$ cat src/rtl/hp_pkg.sv
// Shared types and defaults for the player HP controller.
// Holds the FSM state enum, HP width and parameter defaults.
package hp_pkg;

  localparam int HP_W             = 16;
  localparam int DEF_MAX_HP       = 20;
  localparam int DEF_IFRAME_TICKS = 60;
  localparam int DEF_DRAIN_STEP   = 1;

  typedef enum logic [1:0] {
    ST_ALIVE,
    ST_INVULN,
    ST_DYING,
    ST_DEAD
  } hp_state_e;

  function automatic logic [HP_W-1:0] sat_sub(
    input logic [HP_W-1:0] a,
    input logic [HP_W-1:0] b
  );
    return (a > b) ? (a - b) : '0;
  endfunction

endpackage

$ cat src/rtl/hp_drain_anim.sv
// Display HP ramp: snaps up to the target, drains down by at
// most DRAIN_STEP per frame tick without undershooting it.
module hp_drain_anim
  import hp_pkg::*;
#(
  parameter int DRAIN_STEP = DEF_DRAIN_STEP,
  parameter int RST_VAL    = DEF_MAX_HP
) (
  input  logic            i_clk,
  input  logic            i_rst_n,
  input  logic            i_tick,
  input  logic [HP_W-1:0] i_target,
  input  logic            i_restart,
  output logic [HP_W-1:0] o_disp
);

  localparam logic [HP_W-1:0] STEP = HP_W'(DRAIN_STEP);
  localparam logic [HP_W-1:0] RSTV = HP_W'(RST_VAL);

  logic [HP_W-1:0] r_disp;
  logic [HP_W-1:0] w_gap;
  logic [HP_W-1:0] w_step;
  logic [HP_W-1:0] w_disp_nxt;

  always_comb begin
    w_gap      = r_disp - i_target;
    w_step     = (w_gap < STEP) ? w_gap : STEP;
    w_disp_nxt = r_disp;
    if (r_disp < i_target) begin
      w_disp_nxt = i_target;
    end else if ((r_disp > i_target) && i_tick) begin
      w_disp_nxt = r_disp - w_step;
    end
  end

  always_ff @(posedge i_clk or negedge i_rst_n) begin
    if (!i_rst_n) begin
      r_disp <= RSTV;
    end else if (i_restart) begin
      r_disp <= RSTV;
    end else begin
      r_disp <= w_disp_nxt;
    end
  end

  assign o_disp = r_disp;

endmodule

$ cat src/rtl/hp_controller.sv
// Player HP owner: damage handshake, heal, invulnerability
// frames, death detection and the animated display value.
module hp_controller
  import hp_pkg::*;
#(
  parameter int MAX_HP       = DEF_MAX_HP,
  parameter int IFRAME_TICKS = DEF_IFRAME_TICKS,
  parameter int DRAIN_STEP   = DEF_DRAIN_STEP
) (
  input  logic        i_clk,
  input  logic        i_rst_n,
  input  logic        i_tick,
  input  logic        i_restart,
  input  logic        i_dmg_valid,
  input  logic [15:0] i_dmg_amount,
  output logic        o_dmg_ready,
  input  logic        i_heal_valid,
  input  logic [15:0] i_heal_amount,
  output logic [15:0] o_total_hp,
  output logic [15:0] o_remain_hp,
  output logic [15:0] o_disp_hp,
  output logic        o_invuln,
  output logic        o_dead
);

  localparam int CNT_W = $clog2(IFRAME_TICKS + 1);
  localparam logic [HP_W-1:0]  MAX_V = HP_W'(MAX_HP);
  localparam logic [CNT_W-1:0] IF_V  = CNT_W'(IFRAME_TICKS);
  localparam logic [CNT_W-1:0] ONE   = CNT_W'(1);

  hp_state_e        r_state;
  hp_state_e        w_state_nxt;
  logic [HP_W-1:0]  r_remain;
  logic [HP_W-1:0]  w_remain_nxt;
  logic [CNT_W-1:0] r_cnt;
  logic [CNT_W-1:0] w_cnt_nxt;
  logic             r_invuln;
  logic             r_dead;
  logic             w_accept;
  logic             w_hit;
  logic             w_heal_en;
  logic [HP_W:0]    w_heal_sum;
  logic [HP_W-1:0]  w_healed;
  logic [HP_W-1:0]  w_disp;

  assign o_dmg_ready = (r_state == ST_ALIVE) & ~i_restart;
  assign w_accept    = i_dmg_valid & o_dmg_ready;
  assign w_hit       = w_accept & (i_dmg_amount != '0);

  always_comb begin
    w_state_nxt = r_state;
    w_cnt_nxt   = r_cnt;
    w_heal_en   = i_heal_valid &
                  ((r_state == ST_ALIVE) | (r_state == ST_INVULN));
    w_heal_sum  = {1'b0, r_remain} + {1'b0, i_heal_amount};
    w_healed    = r_remain;
    if (w_heal_en) begin
      w_healed = (w_heal_sum > {1'b0, MAX_V}) ?
                 MAX_V : w_heal_sum[HP_W-1:0];
    end
    // Heal is clamped first, then damage saturates, in one update
    w_remain_nxt = w_accept ?
                   sat_sub(w_healed, i_dmg_amount) : w_healed;
    unique case (r_state)
      ST_ALIVE: begin
        if (w_hit) begin
          if (w_remain_nxt == '0) begin
            w_state_nxt = ST_DYING;
          end else begin
            w_state_nxt = ST_INVULN;
            w_cnt_nxt   = IF_V;
          end
        end
      end
      ST_INVULN: begin
        if (i_tick) begin
          w_cnt_nxt = r_cnt - ONE;
          if (r_cnt == ONE) w_state_nxt = ST_ALIVE;
        end
      end
      ST_DYING: begin
        if (w_disp == '0) w_state_nxt = ST_DEAD;
      end
      ST_DEAD: begin
        w_state_nxt = ST_DEAD;
      end
      default: begin
        w_state_nxt = ST_ALIVE;
      end
    endcase
    if (i_restart) begin
      w_state_nxt  = ST_ALIVE;
      w_remain_nxt = MAX_V;
      w_cnt_nxt    = '0;
    end
  end

  always_ff @(posedge i_clk or negedge i_rst_n) begin
    if (!i_rst_n) begin
      r_state  <= ST_ALIVE;
      r_remain <= MAX_V;
      r_cnt    <= '0;
      r_invuln <= 1'b0;
      r_dead   <= 1'b0;
    end else begin
      r_state  <= w_state_nxt;
      r_remain <= w_remain_nxt;
      r_cnt    <= w_cnt_nxt;
      r_invuln <= (w_state_nxt == ST_INVULN);
      r_dead   <= (w_state_nxt == ST_DEAD);
    end
  end

  hp_drain_anim #(
    .DRAIN_STEP (DRAIN_STEP),
    .RST_VAL    (MAX_HP)
  ) u_drain (
    .i_clk     (i_clk),
    .i_rst_n   (i_rst_n),
    .i_tick    (i_tick),
    .i_target  (r_remain),
    .i_restart (i_restart),
    .o_disp    (w_disp)
  );

  assign o_total_hp  = MAX_V;
  assign o_remain_hp = r_remain;
  assign o_disp_hp   = w_disp;
  assign o_invuln    = r_invuln;
  assign o_dead      = r_dead;

endmodule

$ cat config.mk
export PLATFORM = sky130hd
export DESIGN_NAME = hp_controller
export DESIGN_NICKNAME = d
export VERILOG_FILES = /design/src/rtl/hp_pkg.sv /design/src/rtl/hp_drain_anim.sv /design/src/rtl/hp_controller.sv
export SDC_FILE = /design/constraint.sdc
export NUM_CORES = 1
export LEC_CHECK = 0
export CORE_MARGIN = 4
export CORE_UTILIZATION = 35
export CTS_CLUSTER_DIAMETER = 80
export CTS_CLUSTER_SIZE = 16
export DETAILED_ROUTE_END_ITERATION = 10
export PLACE_DENSITY = 0.61
export SYNTH_ARGS = -nofsm -noshare
export SYNTH_HDL_FRONTEND = slang
export SYNTH_SLANG_ARGS = --single-unit
$ cat constraint.sdc
create_clock -name i_clk -period 6.6 [get_ports i_clk]
set_input_delay 1.32 -clock i_clk [delete_from_list [all_inputs] [get_ports i_clk]]
set_output_delay 1.32 -clock i_clk [all_outputs]
set_load 0.02 [all_outputs]
# Yosys cells after proc, flatten, opt, wreduce, memory -nomap -nowiden
# Index checks and enable logic that the tools add are counted.
[op_classes] n_addsub=5 n_eq_ne=9 n_lt_le_gt_ge=5 reduce_logical=8 n_bitwise=6 muxes=21
[ops] cell="$mux W16" count=9
[ops] cell="$sub A16 B16 Y16" count=3
[ops] cell="$gt A16 B16 Y1" count=2
[ops] cell="$logic_not A16 Y1" count=2
[ops] cell="$mux W6" count=4
[ops] cell="$add A16 B16 Y17" count=1
[ops] cell="$gt A17 B5 Y1 const B" count=1
[ops] cell="$lt A16 B1 Y1 const B" count=1
[ops] cell="$lt A16 B16 Y1" count=1
[ops] cell="$reduce_bool A16 Y1" count=1
[ops] cell="$mux W2" count=6
[ops] cell="$pmux W6 S2" count=1
[ops] cell="$ne A3 B3 Y1 const B" count=3
[ops] cell="$pmux W2 S4" count=1
[ops] cell="$eq A2 B2 Y1 const B" count=3
[ops] cell="$eq A6 B1 Y1 const B" count=1
[ops] cell="$reduce_bool A3 Y1" count=2
[ops] cell="$sub A6 B1 Y6 const B" count=1
[ops] cell="$and A1 B1 Y1" count=4
[ops] cell="$eq A2 B1 Y1 const B" count=2
[ops] cell="$reduce_and A4 Y1" count=1
[ops] cell="$logic_not A2 Y1" count=1
[ops] cell="$logic_and A1 B1 Y1" count=1
[ops] cell="$not A1 Y1" count=1
[ops] cell="$or A1 B1 Y1" count=1
[word_totals] register_bits=42 output_inout_bits=51 in_bits=38 wordCells=60

# Depth between registers and ports, before layout
[logic_depth] depth_word=13 mapped_depth=25 ltp_nobuf=24

# Hierarchy
# Synthesis repeated with hierarchy kept, for this count alone.
[hier_totals] hier_cells=785 area_unflattened_um2=6144.6
[by_module_without_submodules] module="hp_controller" area_each_um2=3627.2 n_inst=1 cells_per_inst=466 seq_area_each_um2=653.1
[by_module_without_submodules] module="hp_drain_anim" area_each_um2=2517.4 n_inst=1 cells_per_inst=319 seq_area_each_um2=402.9

# Worst setup path before layout
# OpenSTA, ideal clock, no wires.
[synth_path] path_type="input-to-reg" from="input port i_heal_amount[0]" to="register r_cnt[4]" required_time_ns=6.474 setup_time_ns=0.126 arrival_time_ns=6.613 slack_ns=-0.139 path_buffers=1 path_stages=23 path_cell_list="ha_1 -> fa_1 -> a211oi_1 -> nor2_1 -> a2111oi_0 -> a41oi_1 -> a2111oi_0 -> nand4b_1 -> nor4_1 -> a22oi_1 -> ha_1 -> a211oi_1 -> nor2_1 -> o221ai_1 -> a21oi_1 -> o31a_1 -> buf_6 -> a32o_1 -> nor4_2 -> nand3_1 -> nor4_4 -> nor2_2 -> o311a_1"
[synth_between] elab_chain_cells=10 elab_cells_between_ends=11 cone_classes="add/sub (2); order compare (2); eq/ne (1); mux (4); reduce/logical (2)"
[synth_lines] item="start, declared" line_no="hp_controller.sv:18" text="input logic [15:0] i_heal_amount,"
[synth_lines] item="$add A16 B16 Y17 (*)" line_no="hp_controller.sv:55" text="w_heal_sum = {1'b0, r_remain} + {1'b0, i_heal_amount};"
[synth_lines] item="$gt A17 B5 Y1" line_no="hp_controller.sv:58" text="w_healed = (w_heal_sum > {1'b0, MAX_V}) ?"
[synth_lines] item="$mux W16 (*)" line_no="hp_controller.sv:58"
[synth_lines] item="$mux W16 (*)" line_no="hp_controller.sv:57" text="if (w_heal_en) begin"
[synth_lines] item="$sub A16 B16 Y16 or $gt A16 B16 Y1 (tied branches)" line_no="hp_pkg.sv:21" text="return (a > b) ? (a - b) : '0;"
[synth_lines] item="$mux W16" line_no="hp_pkg.sv:21"
[synth_lines] item="$mux W16 (*)" line_no="hp_controller.sv:62" text="w_remain_nxt = w_accept ?"
[synth_lines] item="$logic_not A16 Y1 (*)" line_no="hp_controller.sv:67" text="if (w_remain_nxt == '0) begin"
[synth_lines] item="$ne A3 B3 Y1 (no line) (*)"
[synth_lines] item="$reduce_and A4 Y1 (no line) (*)"
[synth_lines] item="end signal, assigned" line_no="hp_controller.sv:108" text="r_cnt <= w_cnt_nxt;"
[synth_lines] item="end, declared" line_no="hp_controller.sv:35" text="logic [CNT_W-1:0] r_cnt;"
# Every way passes the cells marked *; elsewhere a longest branch is shown, timed or not.
# A chain may end at the register's enable or synchronous reset.

# Final worst setup path
# Same ends and word-level chain as after synthesis.

==> impl_metrics.tcl <==
set metrics [dict create \
    fp.dieW_um 137.9 \
    vias_per_cell 5.615 \
    synth_most_common_cell "nor2_1" \
    cts_tree "done" \
    yosysWarningCount 0 \
    place_inst 1163 \
    slew_violations 0 \
    tightest_slew_ps 1025 \
    cp.required_ps 6770 \
    fin_cells 1189 \
    grt_pass1_wl_um 32930 \
    num-fill-cells 1634 \
    slowest_delay_ps 510 \
    cpMaxStageDelayCell "or4_1" \
    ys_types 80 \
    cp-start-kind "input port" \
    synth_edf_count 0 \
    finalHoldViolCount 0 \
    cellLeakagePower_uw 0.003802 \
    drive_gt1_share_pct 21.98 \
    post-route-drc-count 0 \
    antenna_cells 0 \
    routed_wirelength_um 21640 \
    grt_overflow 0 \
    clk_pin_slew_worst_paths_ps 70 \
    arrival_ps 6680 \
    end_kind "register" \
    synthArstFlopShare_pct 100.0 \
    netlist_instances 787 \
    yosysSeqAreaShare_pct 17.89 \
    place.gp.congestion 1.003 \
    drtIter0Drc 578 \
    final_core_util_pct 50.35 \
    fin_ws_ps 97.83 \
    timing.fmax_mhz 153.8 \
    worstSetupPathType "input port to register" \
    clk_path_buf_depth 2 \
    fin_nets 1074 \
    yosys.area.top_type_share_pct 16.11 \
    maxSlewHeadroom_pct 31.66 \
    cap_violations 0 \
    power.density_nw_per_um2 313.8 \
    avgSynthCellArea_um2 7.502 \
    yosys.area_share.adder_pct 14.92 \
    synth_top_family_by_area "compound AO/OA/AOI/OAI gates" \
    initial_core_util_pct 35.60 \
    rsz0062_at_grt "yes" \
    die_h_um 137.9 \
    status "finished, final reports clean" \
    rows 47 \
    grt_pass1_vias 6184 \
    ys_ff_latch 42 \
    core_area_um2 16580 \
    synth_flop_cell "dfrtp_1" \
    crit_fanout 5 \
    cts_buffers 5 \
    cts_sinks 42 \
    synth-xor-area-share_pct 5.043 \
    vias 6676 \
    yosysTopAreaCell "dfrtp_1" \
    muxShareOfSynthArea_pct 1.950 \
    pre_cts_ws_ps -755.0 \
    die_area_um2 19010 \
    peakVddDrop_mv 0.1746 \
    ant_nets 0 \
    synth_area_leaders "dfrtp_1 16%, ha_1 14%, a21oi_1 5.9%" \
    yosys.area_share.simple_pct 23.25 \
    portBuffers 72 \
    hold_slack_ps 551.3 \
    wl_per_cell_um 18.20 \
    period_needed_ps 6502 \
    cts_root_buf "clkbuf_16" \
    antenna_found_initial 0 \
    p_total_uw 2620 \
    cts.htree.levels 2 \
    grt_max_degree 43 \
    setup_viol 0 \
    syn_to_final_growth_pct 41.43 \
    dpl.hpwl_um 16750 \
    synth_commonest_cells "84 x nor2_1, 70 x a21oi_1, 64 x ha_1" \
    drtPass1Iterations 5 \
    period_share_pct 98.52 \
    finClkSkew_ps 5.921 \
    synth_compound_area_share_pct 29.10 \
    ios 89 \
    syn_area_um2 5904 \
    clock_latency_ps 290 \
    hold_path_class "register to register" \
    grt_usage_pct 21.91 \
]
[registers in the layout (all words and copies together) (netlist names)]
name	flops
o_dead	1
r_cnt	6
u_drain.o_disp	16
o_remain_hp	16
r_state	2
o_invuln	1
[kinds of logic (layout without fill, tap and decap cells)]
group	Yosys count	count (layout)
other	2	31
muxes	11	11
AOI/OAI and AO/OA	257	257
buffers and inverters	102	255
xor gates and xnor gates	34	34
and+or+nand+nor	271	271
adders and majority gates	68	68
DFF	42	42
[worst max-delay path, delay by kind of cell]
kind            cells  cell delay, ps
buf+inv             4             470
fa+ha+maj           4            1140
xor+xnor            2             370
simple gates        7            1510
compound gates      9            1850
[timing repair]
action | 4_1_cts | 5_1_grt
setup buffers | 2 | 17
gates resized for setup | 28 | 77
setup endpoints to repair | 10 | 10
pin swaps | 24 | 54
hold buffers | 0 | 0
[placed cells by master, fill, tap and decap left out, drive strengths merged, types with 7 or more instances in the layout]
cell type      synthesis  layout
o21ai                 47      47
conb                   2      31
nor2                  85      85
dlymetal6s2s           0      10
nor4                  13      13
clkdlybuf4s50          0      59
ha                    64      64
buf                   20     114
a21oi                 71      71
a22oi                 18      18
nor2b                 11      11
a22o                   8       8
and2                   7       7
nand4                 15      15
a21o                   9       9
mux2i                  7       7
a31oi                  7       7
o211ai                10      10
o21bai                 7       7
or2                    8       8
nand3                 13      13
a211oi                12      12
nor3                  17      17
dfrtp                 38      38
xnor2                 18      18
xor2                  16      16
inv                   63      64
nand2b                11      11
nand2                 59      59
[layout make-up]
cell class | instances | area (um^2) | share of cell area, %
sequential | 42 | 1056 | 12.65
clock inverter | 3 | 43.79 | 0.5244
clock buffer | 5 | 125.1 | 1.498
multi-input combinational | 672 | 5032 | 60.26
inverter | 63 | 236.5 | 2.832
timing repair buffer | 184 | 1582 | 18.94
tap | 220 | 275.3 | 3.296
[power by group]
| part | switching (uW) | internal (uW) |
|---|---|---|
| combinational | 1080 | 826 |
| sequential | 105 | 313 |
| clock | 116 | 180 |
| total | 1300 | 1320 |
[through the flow]
| step | area [um^2] | setup TNS (ps) |
|---|---|---|
| after CTS | 7785 | 0 |
| final | 8351 | 0 |
| after global placement | 7496 | -5834 |
| after global routing | 8351 | -823.3 |
| after floorplan | 6020 | 0 |
| after detailed placement | 7496 | -6738 |
[layer usage]
metal / vias to the layer above / GRT usage (%) / part of all wire (%)
li1: 3243 / - / -
met1: 3129 / 30.43 / 45
met2: 254 / 36.55 / 47
met3: 50 / 1.814 / 5.4
met4: 0 / 6.037 / 3.1
met5: - / 0 / 0
[worst paths after layout]
path | cells past startpoint | slack (ps) | from | endpoint
worst max register to register | 26 | 650 | o_remain_hp[2] | r_cnt[4]
worst min register to register | 2 | 550 | u_drain.o_disp[4] | u_drain.o_disp[4]
max in group asynchronous | 1 | 4760 | i_rst_n | o_remain_hp[12]
worst min-delay path | 2 | 550 | u_drain.o_disp[4] | u_drain.o_disp[4]
min in group asynchronous | 1 | 1210 | i_rst_n | u_drain.o_disp[0]
worst max-delay path | 26 | 100 | i_heal_amount[0] | r_cnt[4]
Power figures use the tool's default switching activity.
==> RTL change 1, RTL diff (same settings) <==
Make the reset (`i_rst_n`) synchronous in 2 clocked blocks.
--- a/src/rtl/hp_drain_anim.sv
+++ b/src/rtl/hp_drain_anim.sv
@@ -33,7 +33,7 @@
     end
   end
 
-  always_ff @(posedge i_clk or negedge i_rst_n) begin
+  always_ff @(posedge i_clk) begin
     if (!i_rst_n) begin
       r_disp <= RSTV;
     end else if (i_restart) begin
--- a/src/rtl/hp_controller.sv
+++ b/src/rtl/hp_controller.sv
@@ -95,7 +95,7 @@
     end
   end
 
-  always_ff @(posedge i_clk or negedge i_rst_n) begin
+  always_ff @(posedge i_clk) begin
     if (!i_rst_n) begin
       r_state  <= ST_ALIVE;
       r_remain <= MAX_V;
Formal check against the unedited RTL: differs if i_rst_n is asserted again (counterexample within 4 cycles, from zero or initial values and one cycle with i_rst_n low); with i_rst_n held inactive, the same outputs for 10 cycles.
==> RTL change 1 against the unedited design <==
The run now ends with setup timing left. Design area fell by 0.31%. Total power down 39%. Register-to-register slack worse by 20 ps. Cell count up 0.76%. Via count down 0.49%. Utilization is 1.9 points higher. Area after synthesis down 2.9%. Worst setup slack lost 160 ps. Routed wire length shrank 5.7%. Sequential cell count stayed put. Critical endpoint is now r_cnt[2].
==> RTL change 1: results (changes against the unedited design) <==
* Status: complete, but fails checks
* Failing checks: setup timing
* Avg Cell Area, Syn at 7.328 um2 (-2.3%)
* Hold Path Origin: r_cnt[1]
* Worst r2r src: o_remain_hp[4]
* RR Endpoint: r_cnt[2]
* Vias per cell at 5.545 (-1.2%)
* Largest net degree at the start of global routing at 36 (-16%)
* Placed cells at 1167 (+0.34%)
* Worst R2R Setup Slack at 630 ps (-20 ps)
* Layout cells sized above 1 at 0.2271 (+0.007273)
* Worst slew margin at 0.2204 (-0.09618)
* Filler instances at 1536 (-6.0%)
* CP max stage delay at 550 ps (+40 ps)
* Switching power share of the total at 0.4303 (-0.06653)
* R2R depth at 23 (-12%)
* Grt met1 use at 0.3061 (+0.001857)
* Met2 GRT Util at 0.3415 (-0.02397)
* Final hold slack at 496.9 ps (-54.42 ps)
* Ranking of synthesized cells by area: dfxtp_1 (15%), ha_1 (14%), nor2_1 (5.2%), a21oi_1 (4.7%), o21ai_0 (4.1%)
* Register Area at 840.8 um2 (-20%)
* Final setup vio count at 6 (+6)
* Vias in the first global route at 6091 (-1.5%)
* Slowest stage cell, crit path: or4_4
* Final nets at 1087 (+1.2%)
* Cell leakage power at 3.604 nW (-5.2%)
* Sequential-to-total area share from yosys stat at 0.1467 (-0.03213)
* Peak VDD IR at 0.0001298 V (-26%)
* Final WS setup at -58.46 ps (-156.3 ps)
* Hold Crit Endpoint: r_cnt[1]
* Met3 Usage GRT at 0.02517 (+0.007024)
* Via count at 6643 (-0.49%)
* Top delay family on crit path: simple AND/OR/NAND/NOR gates
* Top cells by count, synth: nor2_1 (79), ha_1 (64), nand2_1 (60), a21oi_1 (54), inv_1 (51)
* Yosys cell types at 77 (-3.8%)
* GRT Overall Usage at 0.2129 (-0.006228)
RTL change 1: changes by cell type after synthesis, sizes merged, moves of 7 or more:
cell,unedited run,this run
dfrtp,38,0
dfxtp,0,42
o21a,5,16
o21ai,47,54
inv,63,51
a21o,9,16
a22o,8,1
a21oi,71,55
RTL change 1: through the flow:
| step | worst slack (ps) | cell area, um2 |
|---|---|---|
| CTS | -25.23 | 8050 |
| global route | -208.9 | 8324 |
| finish | -58.46 | 8324 |
| floorplan | 33.56 | 5919 |
| detailed placement | -812.3 | 7515 |
| global placement | -716.0 | 7515 |
RTL change 1: routing by layer:
metal / part of all wire / wire length, um / up-vias
met3: 0.061 / 1250 / 32
li1: - / - / 3279
met2: 0.44 / 8921 / 226
met5: 0 / 0 / -
met1: 0.48 / 9751 / 3106
met4: 0.023 / 479 / 0
RTL change 1: worst max path at each step:
| stage | end | slack (ps) |
|---|---|---|
| finish | r_cnt[2] | -60 |
| global route | r_cnt[2] | -210 |
| CTS | r_cnt[2] | -30 |
| detailed placement | r_cnt[2] | -810 |
| global placement | r_cnt[2] | -720 |
| floorplan | r_cnt[2] | 30 |
RTL change 1: kinds of logic (layout without fill, tap and decap cells):
group,count (synthesis),after routing,synth area share
DFF,42,42,0.1467
adders and majority gates,68,68,0.1537
xor gates and xnor gates,32,32,0.04891
other,2,31,0.001311
buffers and inverters,92,263,0.07140
AOI/OAI and AO/OA,256,256,0.3081
muxes,9,9,0.01594
and+or+nand+nor,281,281,0.2539
RTL change 1: power by group through the flow:
stage                     registers (W)  logic, W  clock network [W]
final                          0.000310  0.000970           0.000332
after global routing           0.000313   0.00107           0.000343
after CTS                      0.000311  0.000937           0.000333
after detailed placement       0.000316  0.000913                  0
after global placement         0.000316  0.000909                  0
after floorplan                0.000325  0.000656                  0
RTL change 1: final cells by class:
class                           instances  share of cell area
Multi-Input combinational cell        677              0.6134
Timing Repair Buffer                  204              0.2068
Sequential cell                        42              0.1010
Tap cell                              216             0.03247
Inverter                               51             0.02300
Clock buffer                            5             0.01503
Clock inverter                          3            0.008267
RTL change 1: what timing repair did:
action / CTS / global route
hold endpoints to repair: 0 / 0
gates resized for setup: 56 / 39
endpoints found under the setup margin: 10 / 10
pin swaps: 44 / 49
buffers inserted: 16 / 9
RTL change 1: worst min-delay path, stage by stage, from the launching register on:
cell	delay (ps)
dfxtp_1	330
nand2_1	60
o32ai_1	60
==> RTL change 2, RTL diff (same flow settings) <==
Made on the original files. Change the package constant `DEF_MAX_HP` from 20 to 19.
--- a/src/rtl/hp_pkg.sv
+++ b/src/rtl/hp_pkg.sv
@@ -3,7 +3,7 @@
 package hp_pkg;
 
   localparam int HP_W             = 16;
-  localparam int DEF_MAX_HP       = 20;
+  localparam int DEF_MAX_HP       = 19;
   localparam int DEF_IFRAME_TICKS = 60;
   localparam int DEF_DRAIN_STEP   = 1;
 
Function: changed (a bounded check fails within 4 cycles, from zero or initial values and one cycle with i_rst_n low).
==> RTL change 2 against the unedited design <==
Via count increased by 0.79%. Cell count increased by 0.17%. Area after synthesis increased by 2.5%. Critical path depth unchanged. Count of clock-buffer cells in the layout unchanged. Total power decreased by 28%. Routed wire length increased by 0.41%. Design area increased by 0.33%. Sequential cell count unchanged. Utilization decreased by 0.37 points. Sequential power decreased by 15%. Worst setup slack improved by 160 ps. Die area increased by 2.3%. Global-route usage decreased by 0.92 points. Critical endpoint unchanged. Highest routed layer unchanged.
==> RTL change 2: results (changes against the unedited design) <==
* Worst R2R Setup Slack at 710 ps (+60 ps)
* Status: completed
* Ranking of synthesized cells by area: dfrtp_1 (15%), ha_1 (13%), a21oi_1 (4.9%), nor2_1 (4.8%), inv_1 (3.7%)
* Sequential-to-total area share from yosys stat at 0.1749 (-0.003913)
* Hold Crit Endpoint: r_cnt[1]
* Port bufs at 72 (unchanged)
* Routability cong. at 0.9198 (-8.3%)
* Type of the worst min-delay path: register to register
* Peak VDD IR at 0.0001267 V (-27%)
* Filler instances at 1642 (+0.49%)
* Layout cells sized above 1 at 0.2101 (-0.009722)
* Pre-CTS setup slack at -464.3 ps (+290.6 ps)
* Mapped Cells at 789 (+0.25%)
* Clock share of power at 0.172 (+0.059)
* Final nets at 1076 (+0.19%)
* RR Endpoint: r_cnt[4]
* Slowest stage cell, crit path: fa_2
* Clock slew at reported path FFs at 60 ps
* R2R depth at 26 (unchanged)
* GRT Overall Usage at 0.2099 (-0.009233)
* Setup TNS after final layout at 0 ps (unchanged)
* Final HPWL DP at 16800 um (+0.31%)
* M1 wire length at 10380 um (+7.1%)
* Worst path arrival time at 6550 ps (-130 ps)
* Worst r2r src: o_remain_hp[0]
* Via count at 6729 (+0.79%)
* Top cells by count, synth: nor2_1 (77), ha_1 (64), a21oi_1 (59), inv_1 (59), nand2_1 (50)
* Hold path depth at 2 (unchanged)
* CP max stage delay at 390 ps (-120 ps)
* Clock tree buffer depth at 2 (unchanged)
* Ys Warns at 0 (unchanged)
* Cell leakage power at 3.747 nW (-1.4%)
* Yosys cell types at 88 (+10%)
* Worst slew margin at 0.3218 (+0.005289)
* Final hold slack at 532.0 ps (-19.30 ps)
* Initial antenna violation count at 0 (unchanged)
* Total length of routed wires at 21730 um (+0.41%)
* H-tree depth at 2 (unchanged)
* Hold Path Origin: r_cnt[1]
* Final clock skew at 7.474 ps (+1.553 ps)
* WL met2 at 9825 um (-2.6%)
* Initial DRT Pass Iterations at 7 (+2)
* Placed Area at 0.007615 mm2 (+1.6%)
* Sequential share of power at 0.189 (+0.029)
* Switching power share of the total at 0.4551 (-0.04174)
* Vias in the first global route at 6249 (+1.1%)
* Top delay family on crit path: compound AO/OA/AOI/OAI gates
* First-pass GRT wire length at 33420 um (+1.5%)
* Wire length on met3 at 1313 um (+12%)
* Top Layer Used: met4
* Internal power at 0.001031 W (-22%)
* TritonCTS buffer count at 5 (unchanged)
* Crit-path max FO at 4 (-1)
* Finished Layout Cells at 1191 (+0.17%)
* Initial DRC count at 449 (-22%)
==> RTL change 2: cell type report <==
type	count	area [um2]	share of cell area
multi-input combinational	680	5060	0.6039
clock inverter	3	68.82	0.008214
inverter	59	221.5	0.02643
tap	220	275.3	0.03286
timing repair buffer	182	1569	0.1873
clock buffer	5	125.1	0.01493
sequential	42	1059	0.1263
==> RTL change 2: tightest hold or removal path, stage by stage (launching register included) <==
cell	delay [ps]
dfrtp_1	370
nand3_1	70
a21oi_1	50
==> RTL change 2: logic make-up (layout without fill, tap and decap cells) <==
kind of cell             count (synthesis)  after routing  synth area share
buffers and inverters                   96            249           0.07030
flip-flops                              42             42            0.1749
AO/OA/AOI/OAI                          253            253            0.2974
AND/OR/NAND/NOR                        288            288            0.2506
adder cells (fa/ha/maj)                 68             68            0.1456
XOR/XNOR                                31             31           0.04487
other                                    2             31          0.001241
multiplexers                             9              9           0.01510
==> RTL change 2: metal layers <==
layer  vias to the layer above  track usage
met5                         -            0
met4                         0      0.03141
met3                        13      0.03087
met2                       222       0.3326
met1                      3212       0.3090
li1                       3282            -
==> RTL change 2: repair_timing <==
item                       4_1_cts  5_1_grt
pin swaps                       30       38
gates resized for setup         34       64
setup endpoints to repair        7       10
hold endpoints to repair         0        0
buffers inserted                14        7
==> RTL change 2: worst max path at each step <==
stage	start	end	slack (ps)	cells past startpoint
detailed placement	i_heal_amount[1]	r_cnt[4]	-460	24
finish	i_heal_amount[1]	r_cnt[4]	260	26
floorplan	i_heal_amount[1]	r_cnt[4]	160	23
CTS	i_heal_amount[3]	r_cnt[4]	10	23
global route	i_heal_amount[1]	r_cnt[4]	-50	26
global placement	i_heal_amount[1]	r_cnt[5]	-330	23
